File: config.mk
export PLATFORM = sky130hd
export DESIGN_NAME = seed_round_ctrl
export DESIGN_NICKNAME = d
export VERILOG_FILES = /design/src/rtl/seed_pkg.sv /design/src/rtl/seed_round_ctrl.sv
export SDC_FILE = /design/constraint.sdc
export NUM_CORES = 1
export LEC_CHECK = 0
export ABC_AREA = 1
export BUFFER_PORTS_ARGS = -buffer_cell sky130_fd_sc_hd__buf_2
export CAP_MARGIN = 20
export CORE_AREA = 2 2 39 41
export CTS_CLUSTER_SIZE = 16
export DETAILED_ROUTE_END_ITERATION = 16
export DIE_AREA = 0 0 41 43
export GPL_TIMING_DRIVEN = 0
export PLACE_DENSITY = 0.67
export RECOVER_POWER = 100
export SYNTH_ARGS = -nofsm -noshare
export SYNTH_HDL_FRONTEND = slang
export SYNTH_SLANG_ARGS = --single-unit
File: constraint.sdc
create_clock -name clk -period 2.25 [get_ports clk]
set_input_delay 0.1125 -clock clk [delete_from_list [all_inputs] [get_ports clk]]
set_output_delay 0.1125 -clock clk [all_outputs]
set_load 0.05 [all_outputs]
File: src/rtl/seed_pkg.sv
// Shared sizing and state encoding for the SEED round sequencer.
package seed_pkg;

   localparam int NUM_ROUNDS = 16;
   localparam int CNT_W      = 4;

   typedef enum logic [2:0] {
      IDLE  = 3'd0,
      LOAD  = 3'd1,
      ROUND = 3'd2,
      FINAL = 3'd3,
      HOLD  = 3'd4
   } state_t;

endpackage

File: src/rtl/seed_round_ctrl.sv
// SEED round sequencer: takes one block job and steps one Feistel round per clk_en pulse,
// then holds the result valid until the host takes it.
module seed_round_ctrl #(
   parameter int NUM_ROUNDS = seed_pkg::NUM_ROUNDS,
   parameter int CNT_W      = seed_pkg::CNT_W
) (
   input  logic             clk,
   input  logic             reset,
   input  logic             in_valid,
   output logic             in_ready,
   input  logic             decrypt,
   input  logic             clk_en,
   output logic             run,
   output logic             load_blk,
   output logic             round_step,
   output logic [CNT_W-1:0] round_idx,
   output logic [CNT_W-1:0] key_idx,
   output logic             final_swap,
   output logic             out_valid,
   input  logic             out_ready
);

   import seed_pkg::*;

   localparam logic [CNT_W-1:0] LAST_IDX = CNT_W'(NUM_ROUNDS - 1);

   state_t           state_reg, state_next;
   logic [CNT_W-1:0] round_idx_reg, round_idx_next;
   logic             mode_reg, mode_next;

   always_ff @(posedge clk or posedge reset) begin
      if (reset) begin
         state_reg     <= IDLE;
         round_idx_reg <= '0;
         mode_reg      <= 1'b0;
      end else begin
         state_reg     <= state_next;
         round_idx_reg <= round_idx_next;
         mode_reg      <= mode_next;
      end
   end

   always_comb begin
      state_next     = state_reg;
      round_idx_next = round_idx_reg;
      mode_next      = mode_reg;
      case (state_reg)
         IDLE: begin
            if (in_valid) begin
               mode_next      = decrypt;
               round_idx_next = '0;
               state_next     = LOAD;
            end
         end
         LOAD: state_next = ROUND;
         ROUND: begin
            // The last round keeps its index so key_idx stays in range through FINAL/HOLD.
            if (clk_en) begin
               if (round_idx_reg == LAST_IDX) state_next = FINAL;
               else round_idx_next = round_idx_reg + 1'b1;
            end
         end
         FINAL: begin
            if (clk_en) state_next = HOLD;
         end
         HOLD: begin
            if (out_ready) begin
               state_next     = IDLE;
               round_idx_next = '0;
            end
         end
         default: state_next = IDLE;
      endcase
   end

   always_comb begin
      in_ready   = 1'b0;
      run        = 1'b0;
      load_blk   = 1'b0;
      round_step = 1'b0;
      final_swap = 1'b0;
      out_valid  = 1'b0;
      case (state_reg)
         IDLE:  in_ready = 1'b1;
         LOAD:  load_blk = 1'b1;
         ROUND: begin
            run        = 1'b1;
            round_step = clk_en;
         end
         FINAL: begin
            run        = 1'b1;
            final_swap = clk_en;
         end
         HOLD:  out_valid = 1'b1;
         default: in_ready = 1'b0;
      endcase
   end

   assign round_idx = round_idx_reg;
   // round_idx never exceeds LAST_IDX, so the reversal cannot underflow.
   assign key_idx   = mode_reg ? (LAST_IDX - round_idx_reg) : round_idx_reg;

endmodule

==> Word level (Yosys, flattened, before mapping) <==
Index checks and enable logic that the tools add are counted.
{ "totals": {"reg_bits": 8, "in_bits": 6, "output_inout_bits": 14, "elab_cells": 40} }
{ "classes": {"addsub": 2, "n_eq_ne": 11, "mux": 18, "reduce_logical": 6} }
{ "op_table": {"columns": ["cell", "count"], "rows": [
  ["2-to-1 mux 4 bit", 5],
  ["2-to-1 mux 3 bit", 5],
  ["case mux 3 bit (5 select lines)", 1],
  ["!= test 2 bit, second input constant", 6],
  ["case mux 4 bit (3 select lines)", 1],
  ["AND reduction 5 bit", 2],
  ["== test 3 x 2 -> 1 bit, second input constant", 2],
  ["2-to-1 mux 1 bit", 6],
  ["adder 4 x 1 -> 4 bit, second input constant", 1],
  ["== test 4 bit, second input constant", 1],
  ["subtractor 4 bit, first input constant", 1],
  ["== test 3 x 1 -> 1 bit, second input constant", 1],
  ["== test 3 bit, second input constant", 1],
  ["zero test 3 bit", 1],
  ["nonzero test 3 bit", 1],
  ["AND reduction 2 bit", 1],
  ["OR reduction 2 bit", 1]
]} }

==> Logic depth before layout (Yosys ltp) <==
Gate-level depths: netlist of the first run.
{ "logic_depth": {"ltp_word": 4, "ltp_mapped": 7, "ltp_nobuf": 7} }

==> Worst setup path before layout of the first run <==
No wires, ideal clock.
{ "synth_path": {"kind": "register to output", "start": "reg round_idx_reg[2], in the netlist round_idx[2]", "end": "out key_idx[2]", "arrival_ns": 1.632, "t_required_ns": 2.138, "setup_slack_ns": 0.506, "path_stages_with_launch": 3, "path_buffers": 1, "cell_sequence": "dfrtp_1 > clkbuf_2 > xor2_1"} }
{ "synth_via": {"elab_chain_len": 2} }
{ "synth_rtl": {"columns": ["element", "line", "source"], "rows": [
  ["start, declared", "seed_round_ctrl.sv:28", "logic [CNT_W-1:0] round_idx_reg, round_idx_next;"],
  ["start signal, assigned", "seed_round_ctrl.sv:38", "round_idx_reg <= round_idx_next;"],
  ["subtractor 4 bit", "seed_round_ctrl.sv:101", "assign key_idx = mode_reg ? (LAST_IDX - round_idx_reg) : round_idx_reg;"],
  ["2-to-1 mux 4 bit (*)", "seed_round_ctrl.sv:101", null],
  ["end, declared", "seed_round_ctrl.sv:17", "output logic [CNT_W-1:0] key_idx,"]
]} }
Every way passes the cells marked *; elsewhere a longest branch is shown, timed or not.

==> Worst setup path in the final report of the first run <==
{ "layout_path": {"start": "reg state_reg[2]", "end": "out round_step"} }
{ "layout_via": {"elab_chain_len": 2} }
{ "layout_rtl": {"columns": ["element", "line", "source"], "rows": [
  ["start, declared", "seed_round_ctrl.sv:27", "state_t state_reg, state_next;"],
  ["start signal, assigned", "seed_round_ctrl.sv:37", "state_reg <= state_next;"],
  ["== test 3 x 2 -> 1 bit", "seed_round_ctrl.sv:83", "case (state_reg)"],
  ["2-to-1 mux 1 bit", "seed_round_ctrl.sv:83", null],
  ["end, declared", "seed_round_ctrl.sv:15", "output logic round_step,"]
]} }
No other way between the ends.

==> results of run 1 <==
## metrics by stage
step	cells	power (mW)	area [um2]	utilization
global placement	112	0.9974	674.4	0.4873
detailed placement	112	1.006	674.4	0.4873
floorplan	77	0.8611	559.3	-
CTS	116	1.119	706.9	0.5109
global route	116	1.125	666.9	0.4819
finish	116	1.053	666.9	0.4819
## cell type report
type	count	area, um2
well taps	16	20.02
flip-flops and latches	8	200.2
repair buffers	20	87.58
inverters	13	51.30
clock buffers	3	22.52
plain buffers	2	8.758
multi-input cells	54	276.5
fillers	144	716.9
## report_power, final
group	switching (mW)	total (mW)	internal [mW]
registers	0.0518	0.239	0.188
clock network	0.0468	0.108	0.0609
logic	0.561	0.705	0.145
## worst paths after layout
path / slack, ns / cells after the start / from / to
max: 0.49 / 4 / state_reg[2] / round_step
min: 0.1 / 2 / decrypt / mode_reg
max reg2reg: 0.74 / 7 / round_idx[0] / round_idx[1]
min reg2reg: 0.60 / 2 / round_idx[1] / round_idx[1]
max in group asynchronous: 1.66 / 3 / reset / state_reg[1]
min in group asynchronous: 0.35 / 3 / reset / round_idx[3]
## cells in the mapped netlist (all sizes together)
library cell   n
a31oi          1
clkbuf         2
xor2           4
nand4          6
nand2         21
ha             1
inv           13
nor2          10
o21ai          1
mux2           1
nand3          9
dfrtp          8
## logic make-up after synthesis
family | count (synthesis) | synth area share
simple gates | 46 | 0.4094
xor+xnor | 4 | 0.06263
compound gates | 2 | 0.02013
flops | 8 | 0.3579
mux | 1 | 0.02013
buf+inv | 15 | 0.1074
fa+ha+maj | 1 | 0.02237
## layer usage
layer | vias up | global-route usage | part of all wire
met5 | - | 0 | 0
met4 | 0 | 0.1000 | 0.0098
met3 | 2 | 0.03141 | 0.088
met2 | 20 | 0.2313 | 0.45
met1 | 231 | 0.1716 | 0.46
li1 | 296 | - | -
==> results.sh, run 1 <==
export IMPL_setup_ws_ns=0.4895
export IMPL_drc=0
export IMPL_path_cells="nor2_2 > nand2_1 > nor2_2 > clkbuf_1"
export IMPL_worst_slew_pin_slew_ns=0.5993
export IMPL_fin_tns_setup_ns=0
export IMPL_dieHeight_um=43
export IMPL_hold_viol=0
export IMPL_die_area_um2=1763
export IMPL_cpMaxStageDelayCell="clkbuf_1"
export IMPL_clock_path_buffers=2
export IMPL_cp_common_cell="nor2_2"
export IMPL_dp_hpwl_um=880.1
export IMPL_ys_types=18
export IMPL_final_cell_mix="nand2_1 (20), clkbuf_1 (15), inv_1 (12)"
export IMPL_whs_ns=0.09580
export IMPL_drv_slew=0
export IMPL_crit_path_max_fanout=7
export IMPL_synth_avg_cell_area_um2=7.263
export IMPL_max_freq_mhz=568.0
export IMPL_initial_core_util=0.4042
export IMPL_wl_um=1120
export IMPL_cts_root_buffer="clkbuf_4"
export IMPL_max_stage_delay_ns=0.49
export IMPL_viasPerCell=4.733
export IMPL_gp_congestion=0.7084
export IMPL_ctsHoldBuffers=1
export IMPL_seq_area_frac_synth=0.3579
export IMPL_ys_ff_latch=8
export IMPL_worstPathRequired_ns=2.14
export IMPL_ant_nets=0
export IMPL_area_growth_pct=19.24
export IMPL_netlist_instances=77
export IMPL_track_usage=0.1488
export IMPL_cp_arrival_ns=1.65
export IMPL_crit_type="reg2out"
export IMPL_yosys_warnings=0
export IMPL_drv_cap=0
export IMPL_numCtsBuffers=3
export IMPL_h_tree_depth=1
export IMPL_wl_per_cell_um=9.655
export IMPL_yosysTopAreaCellShare=0.3579
export IMPL_crit_buf_inv=1
export IMPL_fin_crit_sh=0.7825
export IMPL_powerDensity_nw_per_um2=1578
export IMPL_syn_nets=84
export IMPL_period_minus_slack_ns=1.761
export IMPL_vias=549
export IMPL_cp_end_kind="primary output"
export IMPL_skew_ns=0.005268
export IMPL_synth_top_area_cell="dfrtp_1"
export IMPL_firstDrtPassIters=4
export IMPL_layout_drive_gt1_share=0.1400
export IMPL_start_kind="register"
export IMPL_setup_viol=0
export IMPL_path_delay_family="buffers and inverters"
export IMPL_dp_worst_setup_slack_ns=0.8711
export IMPL_cts_setup_buffers=0
export IMPL_cts_tree="done"
export IMPL_io_pins=20
export IMPL_grt_pass1_vias=435
export IMPL_grt_pass1_wl_um=1731
export IMPL_cts_resized=0
export IMPL_die_w_um=41
export IMPL_timing_hold_worst_class="in2reg"
export IMPL_grt_antenna_before_repair=0
export IMPL_final_common_cell="nand2_1"
export IMPL_p_leak_nw=0.3620
export IMPL_relSlewSlack=0.6021
export IMPL_clock_sinks=8
export IMPL_largest_reg_flops=4
export IMPL_synthTopCellsByArea="dfrtp_1 (36%), nand2_1 (13%), inv_1 (8.1%), nand4_1 (6.7%), nand3_1 (6.3%)"
export IMPL_num_rows=14
export IMPL_rsz0062_at_grt="false"
export IMPL_overflow=0
export IMPL_clk_pin_slew_ns=0.05
export IMPL_grt_max_degree=9
export IMPL_clk_insertion_delay_late_ns=0.25
export IMPL_outcome="complete, no violations"
export IMPL_antenna_cells=0
export IMPL_drt_initial_drc_count=4
export IMPL_syn_area_um2=559.3
export IMPL_ir_worst_vdd_uv=568.5
export IMPL_nNetsFinal=109
export IMPL_io_buffers=19
export IMPL_coreArea_um2=1384
(Power assumes the default switching activity.)
==> run 2, diff against run 1 <==
==> constraint.sdc (replaced) <==
create_clock -name clk -period 1.8 [get_ports clk]
set_input_delay 0.09 -clock clk [delete_from_list [all_inputs] [get_ports clk]]
set_output_delay 0.09 -clock clk [all_outputs]
set_load 0.05 [all_outputs]
==> run 2 against run 1 <==
  * Sequential share of layout area shrank 0.22 points
  * Wire length grew 0.18%
  * Worst setup slack worse by 0.28 ns
  * Critical endpoint is now key_idx[2]
  * Largest power group unchanged
  * Critical path type unchanged
  * Sequential power rose by 26%
  * Flip-flop and latch count did not move
==> results.sh, run 2 (synthesis results as in run 1) <==
export IMPL_crit_path_start="mode_reg"
export IMPL_final_cell_mix="nand2_1 (20), inv_1 (12), clkbuf_1 (11)"
export IMPL_h_tree_depth=1
export IMPL_grt_max_degree=9
export IMPL_die_w_um=41
export IMPL_wl_per_cell_um=9.672
export IMPL_reg2reg_slack_ns=0.29
export IMPL_timing_hold_worst_class="in2reg"
export IMPL_drt_initial_drc_count=4
export IMPL_powerDensity_nw_per_um2=1966
export IMPL_grt_pass1_wl_um=1731
export IMPL_setup_viol=0
export IMPL_num_rows=14
export IMPL_io_buffers=19
export IMPL_grt_antenna_before_repair=0
export IMPL_overflow=0
export IMPL_relSlewSlack=0.6021
export IMPL_cts_tree="done"
export IMPL_crit_path_max_fanout=5
export IMPL_crit_type="reg2out"
export IMPL_ant_nets=0
export IMPL_outcome="complete, no violations"
export IMPL_use_met2=0.2313
export IMPL_layout_drive_gt1_share=0.1800
export IMPL_nNetsFinal=109
export IMPL_critPathCapture="key_idx[2]"
export IMPL_max_freq_mhz=629.4
export IMPL_start_kind="register"
export IMPL_final_common_cell="nand2_1"
export IMPL_drc=0
export IMPL_grt_pass1_vias=435
export IMPL_drv_slew=0
export IMPL_viasPerCell=4.733
export IMPL_cp_end_kind="primary output"
export IMPL_drv_cap=0
export IMPL_largest_reg_flops=4
export IMPL_skew_ns=0.005354
export IMPL_gp_congestion=0.7084
export IMPL_io_pins=20
export IMPL_wl_um=1122
export IMPL_dp_hpwl_um=880.1
export IMPL_cts_setup_buffers=0
export IMPL_hold_viol=0
export IMPL_die_area_um2=1763
export IMPL_fin_tns_setup_ns=0
export IMPL_period_minus_slack_ns=1.589
export IMPL_top_usage_layer="met2"
export IMPL_dieHeight_um=43
export IMPL_cts_root_buffer="clkbuf_4"
export IMPL_worstPathRequired_ns=1.71
export IMPL_worst_slew_pin_slew_ns=0.5993
export IMPL_track_usage=0.1488
export IMPL_grt_use_met3=0.03141
export IMPL_initial_core_util=0.4042
export IMPL_area_growth_pct=20.13
export IMPL_ir_worst_vdd_uv=710.9
export IMPL_clock_sinks=8
export IMPL_clk_insertion_delay_late_ns=0.25
export IMPL_power_mw=1.321
export IMPL_numCtsBuffers=3
export IMPL_r2r_end="round_idx[1]"
export IMPL_cp_arrival_ns=1.50
export IMPL_cts_resized=0
export IMPL_coreArea_um2=1384
export IMPL_clk_pin_slew_ns=0.05
export IMPL_vias=549
export IMPL_antenna_cells=0
export IMPL_clock_path_buffers=2
export IMPL_rsz0062_at_grt="false"
export IMPL_reg2reg_depth=7
export IMPL_firstDrtPassIters=4
export IMPL_fin_crit_sh=0.8826
export IMPL_met1_usage=0.1716
export IMPL_p_leak_nw=0.3754
export IMPL_worstReg2RegStart="round_idx[0]"
## run 2: critical path: stages, from the launching register on
cell      delay, ns
dfrtp_1        0.32
clkbuf_1       0.26
xor2_1         0.19
clkbuf_1       0.49
## run 2: layer usage
metal  vias up  part of all wire  routed length, um
li1        296                 -                  -
met1       231              0.46                515
met2        20              0.44                494
met3         2             0.090                101
met4         0            0.0098                 11
met5         -                 0                  0
## run 2: repair_timing
| action | in CTS | in global routing |
|---|---|---|
| hold buffers | 1 | 0 |
| endpoints found under the hold margin | 8 | 0 |
| setup endpoints to repair | 0 | 0 |
## run 2: stage by stage
stage | util | hold slack, ns | setup slack (ns) | cell area, um2 | instances
floorplan | - | -0.09434 | 0.07844 | 559.3 | 77
global placement | 0.4873 | 0.04781 | 0.4349 | 674.4 | 112
detailed placement | 0.4873 | 0.04885 | 0.4211 | 674.4 | 112
CTS | 0.5109 | 0.06635 | 0.2248 | 706.9 | 116
global route | 0.4855 | 0.07683 | 0.09662 | 671.9 | 116
finish | 0.4855 | 0.07330 | 0.2112 | 671.9 | 116
## run 2: report_power, final
part	switching (mW)	internal, mW	total [mW]
combinational	0.701	0.185	0.887
sequential	0.0651	0.234	0.300
clock	0.0586	0.0761	0.135
total	0.825	0.496	1.32
## run 2: worst min path at each step
stage             from  cells past startpoint           end
2_1_floorplan    reset                      1      mode_reg
3_3_place_gp     reset                      2      mode_reg
3_5_place_dp     reset                      2  round_idx[1]
4_1_cts        decrypt                      2      mode_reg
5_1_grt        decrypt                      2      mode_reg
6_report       decrypt                      2      mode_reg
## run 2: final cells by class
cell class	instances	area, um2
inverter	13	51.30
timing repair buffer	20	92.59
sequential	8	200.2
clock buffer	3	22.52
buffer	2	8.758
fill	140	711.9
multi-input combinational	54	276.5
tap	16	20.02
